### src/rtl/mdu_rs.sv
// mdu_rs: reservation station feeding the MDU.
// Ops are held in a collapsing queue, so entry 0 is always the oldest and the
// valid entries are exactly indices [0, count). Operands wake from CDB
// broadcasts. The oldest op whose operands are both ready issues over a
// valid/ready handshake.

package mdu_rs_pkg;
    localparam int TAG_W = 6;

    typedef enum logic [2:0] {
        FNC_MUL, FNC_MULH, FNC_MULHSU, FNC_MULHU,
        FNC_DIV, FNC_DIVU, FNC_REM, FNC_REMU
    } mdu_fnc_t;

    typedef struct packed {
        logic [31:0]      data;
        logic             is_renamed;
        logic [TAG_W-1:0] tag;
    } operand_t;

    typedef struct packed {
        logic             is_valid;
        mdu_fnc_t         uop_0;
        operand_t         src_0_a;
        operand_t         src_0_b;
        logic [TAG_W-1:0] dest_tag;
        logic             has_rd;
    } instruction_t;

    typedef struct packed {
        logic             is_valid;
        logic [TAG_W-1:0] dest_tag;
        logic [31:0]      result;
    } writeback_packet_t;
endpackage

module mdu_rs
    import mdu_rs_pkg::*;
#(
    parameter int NUM_ENTRIES = 4
) (
    input  logic              clk,
    input  logic              rst,
    input  logic              flush,
    input  instruction_t      rs_packet,
    output logic              rs_rdy,
    input  writeback_packet_t cdb_result,
    input  logic              mdu_rdy,
    output instruction_t      mdu_packet
);
    localparam int IDX_W = $clog2(NUM_ENTRIES);
    localparam int CNT_W = IDX_W + 1;

    instruction_t entries [NUM_ENTRIES];
    instruction_t woken   [NUM_ENTRIES];
    instruction_t shifted [NUM_ENTRIES];
    instruction_t nxt     [NUM_ENTRIES];

    logic [CNT_W-1:0]       count;
    logic [CNT_W-1:0]       count_nxt;
    logic [CNT_W-1:0]       alloc_idx;
    logic [NUM_ENTRIES-1:0] cand;
    logic [IDX_W-1:0]       win_idx;
    logic                   any_cand;
    logic                   alloc;
    logic                   fire;

    // A renamed operand whose producer tag is on a valid broadcast takes the result.
    function automatic operand_t wake_op(operand_t op, writeback_packet_t cdb);
        operand_t r;
        r = op;
        if (op.is_renamed && cdb.is_valid && (op.tag == cdb.dest_tag)) begin
            r.data       = cdb.result;
            r.is_renamed = 1'b0;
        end
        return r;
    endfunction

    // Readiness comes from registered count only, so an issue in this cycle does not open a slot.
    assign rs_rdy = (count < CNT_W'(NUM_ENTRIES));

    // Oldest-ready select over registered state. The lowest index wins because entry 0 is the oldest.
    always_comb begin
        cand     = '0;
        win_idx  = '0;
        any_cand = 1'b0;
        for (int i = NUM_ENTRIES - 1; i >= 0; i--) begin
            cand[i] = (CNT_W'(i) < count) &&
                      !entries[i].src_0_a.is_renamed && !entries[i].src_0_b.is_renamed;
            if (cand[i]) win_idx = IDX_W'(i);
        end
        any_cand   = |cand;
        mdu_packet = '0;
        if (mdu_rdy && any_cand && !flush) begin
            mdu_packet          = entries[win_idx];
            mdu_packet.is_valid = 1'b1;
        end
    end

    assign fire = mdu_packet.is_valid;

    // Next-state queue: wake operands, collapse over the issued entry, then append the new op at the tail.
    always_comb begin
        alloc     = rs_packet.is_valid && rs_rdy && !flush;
        alloc_idx = count - CNT_W'(fire);
        for (int i = 0; i < NUM_ENTRIES; i++) begin
            woken[i]         = entries[i];
            woken[i].src_0_a = wake_op(entries[i].src_0_a, cdb_result);
            woken[i].src_0_b = wake_op(entries[i].src_0_b, cdb_result);
        end
        for (int i = 0; i < NUM_ENTRIES - 1; i++) begin
            shifted[i] = woken[i+1];
        end
        shifted[NUM_ENTRIES-1] = '0;
        for (int i = 0; i < NUM_ENTRIES; i++) begin
            nxt[i] = (fire && (CNT_W'(i) >= CNT_W'(win_idx))) ? shifted[i] : woken[i];
            if (alloc && (CNT_W'(i) == alloc_idx)) begin
                nxt[i]         = rs_packet;
                nxt[i].src_0_a = wake_op(rs_packet.src_0_a, cdb_result);
                nxt[i].src_0_b = wake_op(rs_packet.src_0_b, cdb_result);
            end
        end
        count_nxt = count + CNT_W'(alloc) - CNT_W'(fire);
        if (flush) begin
            count_nxt = '0;
            for (int i = 0; i < NUM_ENTRIES; i++) begin
                nxt[i] = '0;
            end
        end
    end

    // Queue and occupancy registers, cleared asynchronously by rst.
    always_ff @(posedge clk or posedge rst) begin
        if (rst) begin
            count   <= '0;
            entries <= '{default: '0};
        end else begin
            count   <= count_nxt;
            entries <= nxt;
        end
    end
endmodule
### config.mk
export PLATFORM = sky130hd
export DESIGN_NAME = mdu_rs
export DESIGN_NICKNAME = d
export VERILOG_FILES = /design/src/rtl/mdu_rs.sv
export SDC_FILE = /design/constraint.sdc
export NUM_CORES = 1
export LEC_CHECK = 0
export BUFFER_PORTS_ARGS = -buffer_cell sky130_fd_sc_hd__buf_2
export CAP_MARGIN = 20
export CORE_UTILIZATION = 60
export DETAILED_ROUTE_END_ITERATION = 12
export GPL_ROUTABILITY_DRIVEN = 0
export PLACE_DENSITY = 0.81
export SETUP_SLACK_MARGIN = 0.2
export SLEW_MARGIN = 20
export SYNTH_ARGS = -nofsm -noshare
export SYNTH_HDL_FRONTEND = slang
export SYNTH_SLANG_ARGS = --single-unit
### constraint.sdc
create_clock -name clk -period 30.1 [get_ports clk]
set_input_delay 4.515 -clock clk [delete_from_list [all_inputs] [get_ports clk]]
set_output_delay 4.515 -clock clk [all_outputs]
set_load 0.01 [all_outputs]
==> Yosys cells after proc, flatten, opt, wreduce, memory -nomap -nowiden <==
Index checks and enable logic that the tools add are counted.
W data, S select, Z words.
{ "totals": {"regBits": 359, "in_bits": 132, "out_inout_bits": 90, "elab_cells": 151} }
{ "op_classes": {"add_sub_neg": 3, "magnitude_cmp": 9, "eq_ne": 13, "n_mux": 28, "bitwise_logic": 1, "reduce_logical": 56} }
{ "ops": {"columns": ["cell", "count"], "rows": [
  ["$mux W89", 9],
  ["$mux W356", 1],
  ["$mux W33", 10],
  ["$bmux W89 S2", 1],
  ["$mux W88", 2],
  ["$eq A6 B6 Y1", 10],
  ["$logic_and A1 B1 Y1", 39],
  ["$reduce_bool A3 Y1", 4],
  ["$logic_not A1 Y1", 9],
  ["$mux W2", 4],
  ["$reduce_bool A4 Y1", 2],
  ["$eq A2 B3 Y1 const A", 2],
  ["$lt A1 B3 Y1 const A", 2],
  ["$lt A2 B3 Y1 const A", 2],
  ["$sub A3 B1 Y3", 2],
  ["$ge A1 B2 Y1 const A", 2],
  ["$reduce_or A4 Y1", 1],
  ["$add A3 B1 Y3", 1],
  ["$eq A1 B3 Y1 const A", 1],
  ["$ge A3 B3 Y1 const B", 1],
  ["$logic_not A3 Y1", 1],
  ["$lt A3 B3 Y1 const B", 1],
  ["$mux W3", 1],
  ["$not A2 Y3", 1],
  ["$ge A2 B2 Y1 const A", 1]
]} }

==> Longest topological paths before layout <==
{ "logic_depth": {"ltp_word": 17, "mapped_depth": 16, "mapped_depth_nobuf": 13} }

==> Worst setup path after synthesis <==
Ideal clock, no wire load.
{ "synth_timing": {"path_kind": "in2out", "startpoint": "input flush", "endpoint": "output mdu_packet[48] (netlist bit)", "arrival_ps": 6034, "slack_ps": 19551, "cell_stages": 8, "path_cell_list": "buf_6 -> nand2b_1 -> nor2_1 -> buf_2 -> buf_2 -> clkbuf_1 -> a22oi_1 -> a21oi_1"} }
{ "synth_rtl": {"columns": ["item", "line_no", "rtl"], "rows": [
  ["start: declaration", "44", "input logic flush,"],
  ["end: declaration", "49", "output instruction_t mdu_packet"]
]} }

==> results by group <==
Timing
  • Achievable Freq: 77.0 MHz
  • Post-layout min period: 12.99 ns
  • Slew @ Worst Pin: 1.17 ns
  • Hold slack: 0.493 ns
  • Setup TNS: 0 ns
  • Clock Skews: 0.0199 ns
  • Headroom to the max-slew limit: 0.220
  • Unrepaired setup endpoints after global routing: false
  • Fin. max-slew vios: 0
  • Final hold vios: 0
  • Endpoints failing setup: 0
  • Period utilization: 0.432

Setup path
  • Worst r2r path cells: 14
  • Required @ worst endpoint: 25.59 ns
  • Critical path type: input pin to output pin
  • Top cell by count, worst path: buf_6
  • Register-to-Register Setup Slack: 24.72 ns
  • R2R Path Start: count[2]$_DFF_PP0_
  • Startpoint Class: input pin
  • Highest fanout seen on the critical path: 100
  • Start point of the critical path: flush
  • Max incr delay on CP: 0.87 ns
  • Cell breakdown of the critical path: buf_6 -> nand2b_1 -> nor2_4 -> buf_6 -> buf_4 -> a22oi_1 -> a21oi_1 -> buf_2
  • Crit-path slowest cell: nor2_4
  • CP Capture Type: output pin
  • CP top delay family: buffers and inverters
  • FF-to-FF End: entries[169]$_DFF_PP0_
  • Buf+Inv Stages, Crit Path: 4
  • CP arrival: 8.48 ns

Clock network
  • Cts hold-fix bufs: 0
  • CTS tree: built
  • Gates resized, CTS repair: 0
  • CTS root buffer: clkbuf_16
  • Reg clk slew, reported paths: 0.06 ns
  • Total CTS buffers: 41
  • H-tree depth: 2
  • Clock Latency Late Sink: 0.56 ns
  • Setup Buffers After CTS: 0
  • CTS Buffer Depth: 3
  • CTS Sinks: 355

Cells and area
  • Most common cell after layout, fill and taps aside: dfrtp_1
  • Nets@finish: 2440
  • Final instance area: 0.0238 sq mm
  • Share of cells above drive strength 1: 0.175
  • Most frequent cells in the layout: dfrtp_1 (355), nor2_1 (252), buf_2 (218)
  • Area Overhead vs Synth: 10.4%

Power and ir drop
  • VDD IR-drop max: 0.0770 mV
  • Power per cell area: 91.4 mW/mm^2
  • Leakage: 10.9 nW
  • Total power: 2.18 mW

Placement
  • Area after DPL: 0.0224 sq mm
  • I/O Buffers: 219
  • Post-DP HPWL: 42500 um

Detailed routing
  • DR pass1 iterations: 8
  • Via count: 21200
  • Initial DRC count: 2897
  • Wire per inst: 27.4 um
  • Routed Antenna Nets: 0
  • Vias/cell: 7.60
  • Drc violations: 0
  • Post-Route WL: 76500 um

Floorplanning
  • Die Y-Extent: 192 um
  • Rows: 69
  • Initial Util: 0.608
  • I/O pin total: 222
  • Core box area: 0.0355 sq mm
  • Die width: 192 um
  • Die area: 0.0367 sq mm

Synth
  • Yosys cell types: 67
  • Ys async rst share: 1.00
  • EDFF count, synth: 0
  • Yosys warnings: 0
  • Synthesized instance count: 2270
  • Sequential area share after synthesis: 0.412
  • Most used DFF post-synth: dfrtp_1
  • Syn Std Cell Area: 0.0216 sq mm
  • Synth Register Bits: 355
  • Mean Syn Cell Area: 9.50 sq um

GRT
  • Global-route usage over all layers: 0.413
  • First-pass GRT wire length: 118000 um
  • Via count of the first global-routing pass: 20800
  • Largest net degree at the start of global routing: 101
  • Initial antenna violation count: 5
  • Grt ovf: 0

Run status
  • Status: finished, final reports clean

Hold path
  • Hold EP: entries[284]$_DFFE_PP0P_
  • Worst hold path type: register to register
  • Hold wc startpoint: entries[284]$_DFFE_PP0P_
  • Min-Delay Path Depth: 1

Job
  • MaxCap Viol Count: 0
sequential cells by signal (all words and copies together) (netlist names):
signal / count
entries: 352
count: 3
area by class of cell:
cell class                      count  area [sq um]
Antenna cell                        4          10.0
Clock buffer                       58          1200
Clock inverter                     14           155
Fill cell                        2740         11700
Inverter                           10          45.0
Multi-Input combinational cell   1628         11400
Sequential cell                   355          8880
Tap cell                          461           577
Timing Repair Buffer              265          1500
metrics by stage:
step | worst slack (ns) | instances | util
floorplan | 15.74 | 2271 | -
global placement | 17.36 | 2716 | 0.630
detailed placement | 17.22 | 2716 | 0.630
CTS | 17.23 | 2788 | 0.668
global route | 17.07 | 2792 | 0.671
finish | 17.11 | 2795 | 0.671
worst max path at each step:
stage | endpoint | slack, ns | cells after the start
floorplan | count[0]$_DFF_PP0_ | 15.74 | 1
global placement | mdu_packet[44] | 17.36 | 8
detailed placement | mdu_packet[44] | 17.22 | 8
CTS | mdu_packet[44] | 17.23 | 8
global route | mdu_packet[43] | 17.07 | 8
finish | mdu_packet[43] | 17.11 | 8
worst reg2reg max path: stages (launching register included):
cell	delay, ns
dfrtp_1	0.38
inv_1	0.15
ha_1	0.32
a2111o_1	0.34
nand2_1	0.12
o31ai_1	0.42
nor2_1	0.22
ha_1	0.26
ha_1	0.42
nor4b_4	0.32
buf_4	0.64
nand3b_1	0.77
buf_4	0.47
o2bb2ai_1	0.13
nor4_1	0.30
cell families after synthesis:
family	after synthesis	share of synthesized area
fa+ha+maj	7	0.00441
compound gates	741	0.275
buf+inv	288	0.0623
xor+xnor	61	0.0248
mux	185	0.0861
simple gates	632	0.136
flops	355	0.412
other cells	1	0.000174
cell usage after synthesis (7+ instances only):
cell / instances / area share
buf_4: 14 / 0.0049
a221oi_1: 88 / 0.036
clkbuf_1: 149 / 0.026
a21oi_1: 87 / 0.020
nand2_1: 169 / 0.029
nor4_2: 7 / 0.0041
a211oi_1: 23 / 0.0080
mux2i_1: 182 / 0.084
o22ai_1: 126 / 0.037
buf_2: 95 / 0.022
buf_1: 7 / 0.0012
nor3_1: 70 / 0.016
nor4_1: 71 / 0.021
nor2_1: 255 / 0.044
o221ai_1: 62 / 0.025
nand3_1: 9 / 0.0021
a32o_1: 65 / 0.030
buf_6: 12 / 0.0063
a311oi_2: 22 / 0.015
inv_1: 9 / 0.0016
xor2_1: 31 / 0.013
xnor2_1: 30 / 0.012
a22oi_1: 86 / 0.030
a211o_1: 17 / 0.0069
dfrtp_1: 355 / 0.41
a311oi_1: 24 / 0.0097
o2bb2ai_1: 64 / 0.026
and3_1: 21 / 0.0061
a22o_1: 22 / 0.0089
a31oi_1: 20 / 0.0058
a21bo_2: 15 / 0.0070
report_power, final:
part	switching, mW	internal [mW]	leakage [nW]
sequential	0.107	0.599	4.87
clock	0.208	0.304	0.673
combinational	0.626	0.330	5.39
routing by layer:
metal  vias to the layer above  track usage  part of all wire
li1                       8816            -                 -
met5                         -            0           0.00043
met4                         6        0.247             0.056
met1                     10400        0.542              0.37
met3                       382        0.109              0.13
met2                      1675        0.614              0.44
Power figures use the tool's default switching activity.
